### config.mk
export PLATFORM = sky130hd
export DESIGN_NAME = game_state_ctrl_flat
export DESIGN_NICKNAME = d
export VERILOG_FILES = /design/src/rtl/game_state_ctrl_pkg.sv /design/src/rtl/game_state_ctrl_if.sv /design/src/rtl/game_state_ctrl_sprite_overlap.sv /design/src/rtl/game_state_ctrl.sv /design/src/flat_wrapper.sv
export SDC_FILE = /design/constraint.sdc
export NUM_CORES = 1
export LEC_CHECK = 0
export ABC_AREA = 1
export BUFFER_PORTS_ARGS = -buffer_cell sky130_fd_sc_hd__buf_4
export CAP_MARGIN = 20
export CELL_PAD_IN_SITES_DETAIL_PLACEMENT = 0
export CELL_PAD_IN_SITES_GLOBAL_PLACEMENT = 1
export CORE_MARGIN = 1
export CORE_UTILIZATION = 42
export CTS_CLUSTER_SIZE = 14
export DETAILED_ROUTE_END_ITERATION = 7
export PLACE_DENSITY_LB_ADDON = 0.1
export SLEW_MARGIN = 30
export SYNTH_ARGS = -nofsm -noshare
export SYNTH_HDL_FRONTEND = slang
export SYNTH_HIERARCHICAL = 1
export SYNTH_SLANG_ARGS = --single-unit
### constraint.sdc
create_clock -name i_Clk -period 6.98 [get_ports i_Clk]
set_clock_uncertainty 0.15 [all_clocks]
set_input_delay 0.349 -clock i_Clk [delete_from_list [all_inputs] [get_ports i_Clk]]
set_output_delay 0.349 -clock i_Clk [all_outputs]
set_load 0.01 [all_outputs]
### src/rtl/game_state_ctrl_pkg.sv
// Shared types and constants for the frog game state controller.
package game_state_ctrl_pkg;

  localparam int GRID_SIZE = 32;
  localparam int H_DISPLAY = 640;
  localparam int V_DISPLAY = 480;

  typedef enum logic [1:0] {
    ST_PLAY = 2'd0,
    ST_HIT  = 2'd1,
    ST_WIN  = 2'd2,
    ST_OVER = 2'd3
  } state_t;

  // Advance the level, saturating at the last value a single digit can show.
  function automatic logic [3:0] level_next(input logic [3:0] level,
                                            input logic [3:0] level_max);
    return (level >= level_max) ? level_max : level + 4'd1;
  endfunction

endpackage

### src/rtl/game_state_ctrl_if.sv
// Position/event inputs and status outputs of the game state controller.
interface game_state_ctrl_if #(parameter int NUM_CARS = 2);

  logic                  i_Frame_Tick;
  logic                  i_Start;
  logic [9:0]            i_Frog_X;
  logic [9:0]            i_Frog_Y;
  logic [NUM_CARS*10-1:0] i_Car_X;
  logic [NUM_CARS*10-1:0] i_Car_Y;
  logic                  o_Frog_Reset;
  logic [3:0]            o_Level;
  logic [1:0]            o_Lives;
  logic [1:0]            o_State;
  logic                  o_Flash;
  logic                  o_Game_Over;

  // Upstream side: position generators and frame timing.
  modport master (
    output i_Frame_Tick, i_Start, i_Frog_X, i_Frog_Y, i_Car_X, i_Car_Y,
    input  o_Frog_Reset, o_Level, o_Lives, o_State, o_Flash, o_Game_Over
  );

  // Controller side.
  modport slave (
    input  i_Frame_Tick, i_Start, i_Frog_X, i_Frog_Y, i_Car_X, i_Car_Y,
    output o_Frog_Reset, o_Level, o_Lives, o_State, o_Flash, o_Game_Over
  );

endinterface

### src/rtl/game_state_ctrl_sprite_overlap.sv
// Axis-aligned overlap test of two square sprites given by their top-left corners.
// Edge-touching sprites do not overlap; 11-bit sums keep the test wrap-free.
module sprite_overlap #(
  parameter int GRID_SIZE = game_state_ctrl_pkg::GRID_SIZE
) (
  input  logic [9:0] a_x,
  input  logic [9:0] a_y,
  input  logic [9:0] b_x,
  input  logic [9:0] b_y,
  output logic       overlap
);

  localparam logic [10:0] EDGE = 11'(GRID_SIZE);

  logic [10:0] ax, ay, bx, by;

  assign ax = {1'b0, a_x};
  assign ay = {1'b0, a_y};
  assign bx = {1'b0, b_x};
  assign by = {1'b0, b_y};

  assign overlap = (ax < bx + EDGE) && (bx < ax + EDGE) &&
                   (ay < by + EDGE) && (by < ay + EDGE);

endmodule

### src/rtl/game_state_ctrl.sv
// Frame-rate game state machine: collision/goal detection, lives, level,
// hit/win hold timers and the frog-reset request.
module game_state_ctrl #(
  parameter int NUM_CARS   = 2,
  parameter int GRID_SIZE  = game_state_ctrl_pkg::GRID_SIZE,
  parameter int GOAL_Y     = 0,
  parameter int LIVES_INIT = 3,
  parameter int LEVEL_INIT = 1,
  parameter int LEVEL_MAX  = 9,
  parameter int HIT_FRAMES = 60,
  parameter int WIN_FRAMES = 30
) (
  input  logic                i_Clk,
  input  logic                i_Reset,
  game_state_ctrl_if.slave    bus
);

  import game_state_ctrl_pkg::*;

  localparam logic [7:0] HIT_LAST   = 8'(HIT_FRAMES - 1);
  localparam logic [7:0] WIN_LAST   = 8'(WIN_FRAMES - 1);
  localparam logic [1:0] LIVES_RST  = 2'(LIVES_INIT);
  localparam logic [3:0] LEVEL_RST  = 4'(LEVEL_INIT);
  localparam logic [3:0] LEVEL_TOP  = 4'(LEVEL_MAX);
  localparam logic [9:0] GOAL_ROW   = 10'(GOAL_Y);

  state_t      state, state_n;
  logic [1:0]  lives, lives_n;
  logic [3:0]  level, level_n;
  logic [7:0]  cnt, cnt_n;
  logic        frog_reset_q, frog_reset_n;
  logic        flash_q, flash_n;
  logic        game_over_q, game_over_n;
  logic        reset_pend;

  logic [NUM_CARS-1:0] car_hit;
  logic                hit;
  logic                goal;

  for (genvar k = 0; k < NUM_CARS; k++) begin : g_car
    sprite_overlap #(.GRID_SIZE(GRID_SIZE)) u_overlap (
      .a_x     (bus.i_Frog_X),
      .a_y     (bus.i_Frog_Y),
      .b_x     (bus.i_Car_X[10*k +: 10]),
      .b_y     (bus.i_Car_Y[10*k +: 10]),
      .overlap (car_hit[k])
    );
  end

  assign hit  = |car_hit;
  assign goal = (bus.i_Frog_Y == GOAL_ROW);

  // State, counters and registered outputs; reset_pend remembers a reset just ended.
  always_ff @(posedge i_Clk) begin
    // NOTE: sequential state uses non-blocking assignments so every register
    // samples the pre-edge values regardless of statement order.
    if (i_Reset) begin
      state        <= ST_PLAY;
      lives        <= LIVES_RST;
      level        <= LEVEL_RST;
      cnt          <= '0;
      frog_reset_q <= 1'b0;
      flash_q      <= 1'b0;
      game_over_q  <= 1'b0;
      reset_pend   <= 1'b1;
    end else begin
      state        <= state_n;
      lives        <= lives_n;
      level        <= level_n;
      cnt          <= cnt_n;
      frog_reset_q <= frog_reset_n;
      flash_q      <= flash_n;
      game_over_q  <= game_over_n;
      reset_pend   <= 1'b0;
    end
  end

  // Next-state decode; events are only acted on in the frame-tick cycle.
  always_comb begin
    // NOTE: every variable gets a default before the case so no path leaves
    // one unassigned, which would otherwise infer a latch.
    state_n      = state;
    lives_n      = lives;
    level_n      = level;
    cnt_n        = cnt;
    frog_reset_n = 1'b0;
    if (bus.i_Frame_Tick) begin
      case (state)
        ST_PLAY: begin
          if (hit) begin
            lives_n = lives - 2'd1;
            if (lives == 2'd1) begin
              state_n = ST_OVER;
            end else begin
              state_n = ST_HIT;
              cnt_n   = '0;
            end
          end else if (goal) begin
            state_n = ST_WIN;
            cnt_n   = '0;
          end
        end
        ST_HIT: begin
          if (cnt == HIT_LAST) begin
            state_n      = ST_PLAY;
            frog_reset_n = 1'b1;
          end else begin
            cnt_n = cnt + 8'd1;
          end
        end
        ST_WIN: begin
          if (cnt == WIN_LAST) begin
            state_n      = ST_PLAY;
            level_n      = level_next(level, LEVEL_TOP);
            frog_reset_n = 1'b1;
          end else begin
            cnt_n = cnt + 8'd1;
          end
        end
        ST_OVER: begin
          if (bus.i_Start) begin
            state_n      = ST_PLAY;
            lives_n      = LIVES_RST;
            level_n      = LEVEL_RST;
            frog_reset_n = 1'b1;
          end
        end
        default: ;
      endcase
    end
    flash_n     = (state_n == ST_HIT) && cnt_n[0];
    game_over_n = (state_n == ST_OVER);
  end

  // The post-reset pulse is masked while reset is still held so it lands on
  // the first cycle after release only.
  assign bus.o_Frog_Reset = frog_reset_q | (reset_pend & ~i_Reset);
  assign bus.o_Level      = level;
  assign bus.o_Lives      = lives;
  assign bus.o_State      = state;
  assign bus.o_Flash      = flash_q;
  assign bus.o_Game_Over  = game_over_q;

endmodule

### src/flat_wrapper.sv
// flat-port wrapper written by rule: the top's interface ports become plain ports
module game_state_ctrl_flat import game_state_ctrl_pkg::*;
#(
  parameter int NUM_CARS   = 2,
  parameter int GRID_SIZE  = game_state_ctrl_pkg::GRID_SIZE,
  parameter int GOAL_Y     = 0,
  parameter int LIVES_INIT = 3,
  parameter int LEVEL_INIT = 1,
  parameter int LEVEL_MAX  = 9,
  parameter int HIT_FRAMES = 60,
  parameter int WIN_FRAMES = 30
)
  (i_Clk, i_Reset, bus_i_Frame_Tick, bus_i_Start, bus_i_Frog_X, bus_i_Frog_Y, bus_i_Car_X, bus_i_Car_Y, bus_o_Frog_Reset, bus_o_Level, bus_o_Lives, bus_o_State, bus_o_Flash, bus_o_Game_Over);
  game_state_ctrl_if #(.NUM_CARS(NUM_CARS)) bus_i ();
  input  logic i_Clk;
  input  logic i_Reset;
  input wire logic [$bits(bus_i.i_Frame_Tick)-1:0] bus_i_Frame_Tick;
  input wire logic [$bits(bus_i.i_Start)-1:0] bus_i_Start;
  input wire logic [$bits(bus_i.i_Frog_X)-1:0] bus_i_Frog_X;
  input wire logic [$bits(bus_i.i_Frog_Y)-1:0] bus_i_Frog_Y;
  input wire logic [$bits(bus_i.i_Car_X)-1:0] bus_i_Car_X;
  input wire logic [$bits(bus_i.i_Car_Y)-1:0] bus_i_Car_Y;
  output wire logic [$bits(bus_i.o_Frog_Reset)-1:0] bus_o_Frog_Reset;
  output wire logic [$bits(bus_i.o_Level)-1:0] bus_o_Level;
  output wire logic [$bits(bus_i.o_Lives)-1:0] bus_o_Lives;
  output wire logic [$bits(bus_i.o_State)-1:0] bus_o_State;
  output wire logic [$bits(bus_i.o_Flash)-1:0] bus_o_Flash;
  output wire logic [$bits(bus_i.o_Game_Over)-1:0] bus_o_Game_Over;
  assign bus_i.i_Frame_Tick = bus_i_Frame_Tick;
  assign bus_i.i_Start = bus_i_Start;
  assign bus_i.i_Frog_X = bus_i_Frog_X;
  assign bus_i.i_Frog_Y = bus_i_Frog_Y;
  assign bus_i.i_Car_X = bus_i_Car_X;
  assign bus_i.i_Car_Y = bus_i_Car_Y;
  assign bus_o_Frog_Reset = bus_i.o_Frog_Reset;
  assign bus_o_Level = bus_i.o_Level;
  assign bus_o_Lives = bus_i.o_Lives;
  assign bus_o_State = bus_i.o_State;
  assign bus_o_Flash = bus_i.o_Flash;
  assign bus_o_Game_Over = bus_i.o_Game_Over;
  game_state_ctrl #(.NUM_CARS(NUM_CARS), .GRID_SIZE(GRID_SIZE), .GOAL_Y(GOAL_Y), .LIVES_INIT(LIVES_INIT), .LEVEL_INIT(LEVEL_INIT), .LEVEL_MAX(LEVEL_MAX), .HIT_FRAMES(HIT_FRAMES), .WIN_FRAMES(WIN_FRAMES)) u_core (.i_Clk(i_Clk), .i_Reset(i_Reset), .bus(bus_i));
endmodule
; ---- Word level (Yosys, flattened, before mapping)
; Cells that the tools add are included.
[totals]
regBits = 20
input_bits = 64
[classes]
n_addsub = 9
n_lt_le_gt_ge = 9
n_eq_ne = 15
muxes = 27
bitwise = 4
n_reduce_logical = 17
[ops]
columns = cell, n
row1 = 10-bit by 11-bit less-than comparator with 1-bit output, 8
row2 = 10-bit by 6-bit adder with 11-bit output (second input constant), 6
row3 = 8-bit two-way mux, 5
row4 = 8-bit one-hot mux with 3 select lines, 1
row5 = 2-bit two-way mux, 9
row6 = 4-bit two-way mux, 3
row7 = 10-bit zero test, 1
row8 = 8-bit by 1-bit adder with 8-bit output (second input constant), 1
row9 = 8-bit by 5-bit equality test with 1-bit output (second input constant), 1
row10 = 8-bit by 6-bit equality test with 1-bit output (second input constant), 1
row11 = 2-bit one-hot mux with 4 select lines, 1
row12 = 4-bit one-hot mux with 2 select lines, 1
row13 = 4-bit AND reduction, 2
row14 = 1-bit logical AND, 7
row15 = 2-bit by 1-bit equality test with 1-bit output (second input constant), 3
row16 = 2-bit equality test (second input constant), 3
row17 = 2-bit != test (second input constant), 3
row18 = 6-bit AND reduction, 1
row19 = 1-bit two-way mux, 5
row20 = 4-bit by 1-bit adder with 4-bit output (second input constant), 1
row21 = 4-bit greater-or-equal comparator (second input constant), 1
row22 = 2-bit by 1-bit != test with 1-bit output (second input constant), 2
row23 = 2-bit one-hot mux with 2 select lines, 1
row24 = 2-bit nonzero test, 2
row25 = 10 further kinds, 12

; ---- Longest topological paths before layout
[depth]
word_depth = 11
ltp_mapped = 23

; ---- Hierarchy
; Netlist, hierarchy kept.
[by_module_without_submodules]
columns = module, instances, cells_per_inst, area_each_um2, seq_area_each_um2
row1 = sprite_overlap, 2, 184, 1153.6, 0.0
row2 = game_state_ctrl, 1, 201, 1270.0, 400.4

; ---- Worst setup path before layout
; Ideal clock, no wire load.
[synth_path]
path_type = input -> register
from = input port bus_i_Frog_X[5]
to = register u_core.cnt[6]
setup_ns = 0.113
t_arrival_ns = 2.239
t_required_ns = 6.717
setup_slack_ns = 4.478
path_stages = 20
n_path_buf = 0
path_cell_list = ha_1 -> nand3_1 -> xor2_1 -> ha_1 -> o21ai_2 -> or2_1 -> nand2_1 -> nor2_1 -> nand2_1 -> nor2_1 -> nor2_1 -> inv_1 -> nor2_1 -> inv_1 -> nor2_1 -> nor2_4 -> nand2_2 -> inv_2 -> nor2_1 -> nor2_1
[synth_between]
elab_chain_len = 8
elab_cells_between_ends = 17
cone_classes = add/sub (1) / order compare (4) / eq/ne (2) / mux (2) / reduce/logical (8)
[synth_rtl]
columns = element, line_no
row1 = start: declaration, flat_wrapper.sv:19  ; input wire logic [$bits(bus_i.i_Frog_X)-1:0] bus_i_Frog_X;
row2 = 10-bit by 6-bit adder with 11-bit output, game_state_ctrl_sprite_overlap.sv:22  ; assign overlap = (ax < bx + EDGE) && (bx < ax + EDGE) &&
row3 = 10-bit by 11-bit less-than comparator with 1-bit output, game_state_ctrl_sprite_overlap.sv:22
row4 = 1-bit logical AND * (2 in series), game_state_ctrl_sprite_overlap.sv:22
row5 = 1-bit logical AND *, game_state_ctrl_sprite_overlap.sv:23  ; (ay < by + EDGE) && (by < ay + EDGE);
row6 = net u_core.car_hit[1], game_state_ctrl.sv:36  ; logic [NUM_CARS-1:0] car_hit;
row7 = 2-bit OR reduction *, game_state_ctrl.sv:50  ; assign hit = |car_hit;
row8 = 3-bit by 1-bit != test with 1-bit output (no line) (tied with other cells), --
row9 = 6-bit AND reduction (no line) / 8-bit one-hot mux with 3 select lines (equally long branches), --
row10 = end signal: assignment, game_state_ctrl.sv:70  ; cnt <= cnt_n;
row11 = end: declaration, game_state_ctrl.sv:30  ; logic [7:0] cnt, cnt_n;
; Mark *: on every way through the listed nets, which the timed path passes. The rest lies on a longest branch.
; A chain may end at the register's enable or synchronous reset.

; ---- Worst setup path after layout
[layout_path]
from = input port bus_i_Frog_X[5]
to = register u_core.cnt[7]
; The elaborated chain is that of the path after synthesis.

==> metrics.txt <==
# TYPE chip_impl_metric gauge
chip_impl_metric{name="met1_global_route_usage",unit="%"} 23.73
chip_impl_info{name="hold_path_startpoint",value="i_Reset"} 1
chip_impl_metric{name="clock_power_share",unit="%"} 17.3
chip_impl_metric{name="cts_hold_buf",unit=""} 0
chip_impl_metric{name="synth.distinct_cells",unit=""} 29
chip_impl_info{name="grt_most_used_layer",value="met2"} 1
chip_impl_metric{name="final_worst_path_period_need",unit="ps"} 2609
chip_impl_metric{name="synth-warning-count",unit=""} 6
chip_impl_metric{name="power.combinational.fraction",unit="%"} 54.1
chip_impl_metric{name="die_area",unit="µm²"} 8891
chip_impl_info{name="critPathKind",value="in -> reg"} 1
chip_impl_metric{name="power_switching",unit="µW"} 179.2
chip_impl_metric{name="power_frac_seq",unit="%"} 28.6
chip_impl_metric{name="detail_route.drc_violations",unit=""} 0
chip_impl_metric{name="avgRoutedWirePerCell",unit="µm"} 10.91
chip_impl_metric{name="portBuffers",unit=""} 74
chip_impl_info{name="crit_path_end_kind",value="flop"} 1
chip_impl_metric{name="routed_via_density",unit=""} 4.764
chip_impl_metric{name="global_route.usage.met3",unit="%"} 2.265
chip_impl_metric{name="worst_max_slew_pin_slew",unit="ps"} 480.2
chip_impl_metric{name="r2r_slack",unit="ps"} 5170
chip_impl_metric{name="layout.core_utilization",unit="%"} 52.20
chip_impl_info{name="crit-reg2reg-capture",value="u_core/cnt[5]"} 1
chip_impl_metric{name="dr_total_vias",unit=""} 3568
chip_impl_metric{name="site_rows",unit=""} 33
chip_impl_info{name="reg2reg_from",value="u_core/cnt[0]"} 1
chip_impl_metric{name="place_congestion",unit=""} 0.8256
chip_impl_info{name="holdPathEnd",value="u_core/reset_pend"} 1
chip_impl_metric{name="synthesis.instances",unit=""} 569
chip_impl_metric{name="chipWidth",unit="µm"} 94.29
chip_impl_metric{name="grt_start_max_net_pins",unit=""} 14
chip_impl_metric{name="grtUsageMet2",unit="%"} 37.86
chip_impl_metric{name="ir_drop",unit="µV"} 58.88
chip_impl_metric{name="ys_ff_latch",unit=""} 20
chip_impl_metric{name="cellInternalPower",unit="µW"} 265.2
chip_impl_metric{name="final_hold_viol_count",unit=""} 0
chip_impl_metric{name="cts-resized-gates",unit=""} 0
chip_impl_metric{name="slew_headroom",unit="%"} 67.95
chip_impl_metric{name="core-area",unit="µm²"} 8217
chip_impl_metric{name="post_route_cells_drive_above_1_share",unit="%"} 15.68
chip_impl_metric{name="timing.hold.worst_path_depth",unit=""} 1
chip_impl_info{name="grt_setup_unrepaired",value="no"} 1
chip_impl_metric{name="worstSkewPairLatency",unit="ps"} 260
chip_impl_metric{name="worst_ep_required_time",unit="ps"} 6990
chip_impl_metric{name="design.final.nets",unit=""} 792
chip_impl_metric{name="synth.yosys.seq_area_share",unit="%"} 11.19
chip_impl_metric{name="report.final.slew_viol_count",unit=""} 0
chip_impl_metric{name="top_level_ports",unit=""} 75
chip_impl_metric{name="timing.reg2reg.worst_path_depth",unit=""} 10
chip_impl_metric{name="grt_use_total",unit="%"} 19.82
chip_impl_metric{name="start_util",unit="%"} 43.54
chip_impl_info{name="final_common_cell",value="sky130_fd_sc_hd__nand2_1"} 1
chip_impl_metric{name="synth.cell_area",unit="µm²"} 3577
chip_impl_metric{name="dp_hpwl",unit="µm"} 7001
chip_impl_metric{name="first_pass_grt_wire_length",unit="µm"} 14520
chip_impl_metric{name="critical_path.max_fanout",unit=""} 8
chip_impl_metric{name="number_of_buffers_inserted_by_post_cts_setup_repair",unit=""} 0
chip_impl_metric{name="cts-root-to-sink-buffers",unit=""} 2
chip_impl_metric{name="grt-ovfl-total",unit=""} 0
chip_impl_metric{name="final_cycle_share",unit="%"} 37.38
chip_impl_metric{name="synthesis.area_per_instance",unit="µm²"} 6.287
chip_impl_metric{name="synth_nets",unit=""} 715
chip_impl_info{name="status",value="finished, final reports clean"} 1
chip_impl_metric{name="clock.fmax",unit="MHz"} 383.3
chip_impl_info{name="buffer_cell_driving_the_clock_tree_root",value="sky130_fd_sc_hd__clkbuf_8"} 1
chip_impl_metric{name="route.final.wire_length",unit="µm"} 8173
chip_impl_metric{name="detailedRoute.firstIterationViolations",unit=""} 58
chip_impl_info{name="start_kind",value="input pin"} 1
chip_impl_info{name="commonest_cells_after_routing_fill_and_taps_aside",value="sky130_fd_sc_hd__nand2_1, sky130_fd_sc_hd__ha_1, sky130_fd_sc_hd__inv_1, sky130_fd_sc_hd__buf_4, sky130_fd_sc_hd__nor2_1"} 1
chip_impl_metric{name="cp_data_arrival_time",unit="ps"} 2620
chip_impl_metric{name="p_leak",unit="nW"} 2.394
chip_impl_metric{name="maxCapViolCount",unit=""} 0
chip_impl_metric{name="clk_pin_slew",unit="ps"} 70
chip_impl_metric{name="antenna_found_initial",unit=""} 0
chip_impl_metric{name="setup-tns-final",unit="ps"} 0
chip_impl_metric{name="grt_pass1_vias",unit=""} 3526
chip_impl_info{name="hp-class",value="in -> reg"} 1
chip_impl_info{name="clock_tree_from_tritoncts",value="yes"} 1
chip_impl_metric{name="layout.filler_cells",unit=""} 841
chip_impl_metric{name="numCtsBuffers",unit=""} 3
chip_impl_metric{name="setup_violations",unit=""} 0
chip_impl_metric{name="fp.dieH",unit="µm"} 94.29
chip_impl_metric{name="power.density_cell_area",unit="nW/µm²"} 103.6
chip_impl_metric{name="cts_num_sinks",unit=""} 20
chip_impl_metric{name="antennaDiodeCount",unit=""} 0
chip_impl_metric{name="htree_num_levels",unit=""} 1
chip_impl_metric{name="drtPass1Iterations",unit=""} 4
chip_impl_metric{name="areaGrowthSynthToFinish",unit="%"} 19.90
chip_impl_metric{name="power.switching_fraction",unit="%"} 40.33
chip_impl_metric{name="final_antenna_net_count",unit=""} 0
power groups by stage:
stage / sequential [mW] / combinational [mW] / clock, mW
final: 0.127 / 0.240 / 0.0768
after global routing: 0.128 / 0.281 / 0.0852
after CTS: 0.128 / 0.243 / 0.0801
after detailed placement: 0.130 / 0.242 / 0
after global placement: 0.130 / 0.237 / 0
after floorplan: 0.130 / 0.155 / 0
cell usage after synthesis:
master / count / area (µm²)
sky130_fd_sc_hd__o21ai_2: 3 / 26.28
sky130_fd_sc_hd__inv_1: 75 / 281.5
sky130_fd_sc_hd__ha_1: 82 / 1026
sky130_fd_sc_hd__and3_1: 1 / 6.260
sky130_fd_sc_hd__nor2_1: 74 / 277.8
sky130_fd_sc_hd__nand2_2: 2 / 12.51
sky130_fd_sc_hd__nand4_1: 4 / 25.02
sky130_fd_sc_hd__xnor2_1: 8 / 70.07
sky130_fd_sc_hd__nor2_2: 1 / 6.260
sky130_fd_sc_hd__o21ai_0: 10 / 50.05
sky130_fd_sc_hd__dfxtp_1: 20 / 400.4
sky130_fd_sc_hd__nand2_4: 1 / 11.26
sky130_fd_sc_hd__o211ai_1: 3 / 22.52
sky130_fd_sc_hd__o21ai_1: 6 / 30.03
sky130_fd_sc_hd__xor2_1: 18 / 157.7
sky130_fd_sc_hd__nand3_2: 3 / 30.03
sky130_fd_sc_hd__a21oi_1: 33 / 165.2
sky130_fd_sc_hd__inv_2: 9 / 33.78
sky130_fd_sc_hd__nand2_1: 155 / 581.8
sky130_fd_sc_hd__buf_6: 1 / 11.26
sky130_fd_sc_hd__a21oi_2: 4 / 35.03
sky130_fd_sc_hd__nand3_1: 36 / 180.2
sky130_fd_sc_hd__nand3b_1: 7 / 52.55
sky130_fd_sc_hd__or2_1: 2 / 12.51
sky130_fd_sc_hd__a21o_1: 5 / 37.54
sky130_fd_sc_hd__buf_2: 1 / 5.000
sky130_fd_sc_hd__nor2_4: 1 / 11.26
sky130_fd_sc_hd__nor3_1: 2 / 10.01
sky130_fd_sc_hd__clkinv_1: 2 / 7.510
metal layers:
layer,vias to the layer above,wire [µm]
met2,52,3973
met3,6,244
li1,1966,-
met5,-,0
met1,1544,3901
met4,0,53
kinds of logic after synthesis:
family / after synthesis / synth area share, %
and+or+nand+nor: 289 / 34.03
buffers and inverters: 88 / 9.479
adders and majority gates: 82 / 28.68
AOI/OAI and AO/OA: 64 / 10.25
xor gates and xnor gates: 26 / 6.366
DFF: 20 / 11.19
sequential cells by signal, summed over array words and instances, names as in the netlist:
signal and cells:
u_core/bus.o_Flash 1, u_core/bus.o_Game_Over 1, u_core/bus.o_Level 4, u_core/bus.o_Lives 2, u_core/bus.o_State 2, u_core/cnt 8, u_core/frog_reset_q 1, u_core/reset_pend 1
area by class of cell:
| type | count | area (µm²) | share of cell area, % |
|---|---|---|---|
| Clock buffer | 3 | 41.29 | 0.9627 |
| Inverter | 86 | 322.8 | 7.526 |
| Tap cell | 105 | 131.4 | 3.063 |
| Multi-Input combinational cell | 461 | 2838 | 66.16 |
| Sequential cell | 20 | 400.4 | 9.335 |
| Timing Repair Buffer | 74 | 555.5 | 12.95 |
critical path, cell delays in order:
cell and delay [ps]:
sky130_fd_sc_hd__buf_4 140, sky130_fd_sc_hd__ha_1 270, sky130_fd_sc_hd__inv_1 40, sky130_fd_sc_hd__ha_1 280, sky130_fd_sc_hd__nand2_1 90, sky130_fd_sc_hd__inv_1 40, sky130_fd_sc_hd__a21oi_1 130, sky130_fd_sc_hd__nand2_1 70
sky130_fd_sc_hd__nand2_1 60, sky130_fd_sc_hd__nand2_1 50, sky130_fd_sc_hd__nor2_1 70, sky130_fd_sc_hd__nand2_1 50, sky130_fd_sc_hd__nor2_1 110, sky130_fd_sc_hd__nor2_1 80, sky130_fd_sc_hd__nor2_1 220, sky130_fd_sc_hd__nand2_1 80
sky130_fd_sc_hd__nand2_1 120, sky130_fd_sc_hd__nor2_4 80, sky130_fd_sc_hd__nand2_2 90, sky130_fd_sc_hd__inv_2 50, sky130_fd_sc_hd__nor2_1 80, sky130_fd_sc_hd__nor2_1 50
through the flow:
| step | power [mW] | area [µm²] | hold slack [ps] | setup WS, ps | std cells |
|---|---|---|---|---|---|
| finish | 0.4444 | 4289 | 101.1 | 4371 | 749 |
| global route | 0.4950 | 4289 | 93.86 | 4086 | 749 |
| global placement | 0.3671 | 4248 | 330.3 | 4104 | 746 |
| detailed placement | 0.3724 | 4248 | 348.4 | 4070 | 746 |
| floorplan | 0.2846 | 3577 | 226.7 | 4478 | 569 |
| CTS | 0.4508 | 4289 | 96.75 | 4337 | 749 |
how the worst max path moves through the flow:
stage | from | end | slack [ps]
after floorplan | bus_i_Frog_X[5] | u_core/cnt[6] | 4480
after detailed placement | bus_i_Frog_X[5] | u_core/cnt[7] | 4070
after CTS | bus_i_Frog_X[5] | u_core/cnt[7] | 4340
after global placement | bus_i_Car_Y[15] | u_core/cnt[7] | 4100
after global routing | bus_i_Car_Y[15] | u_core/cnt[6] | 4090
final | bus_i_Frog_X[5] | u_core/cnt[7] | 4370
Power figures use the tool's default switching activity.
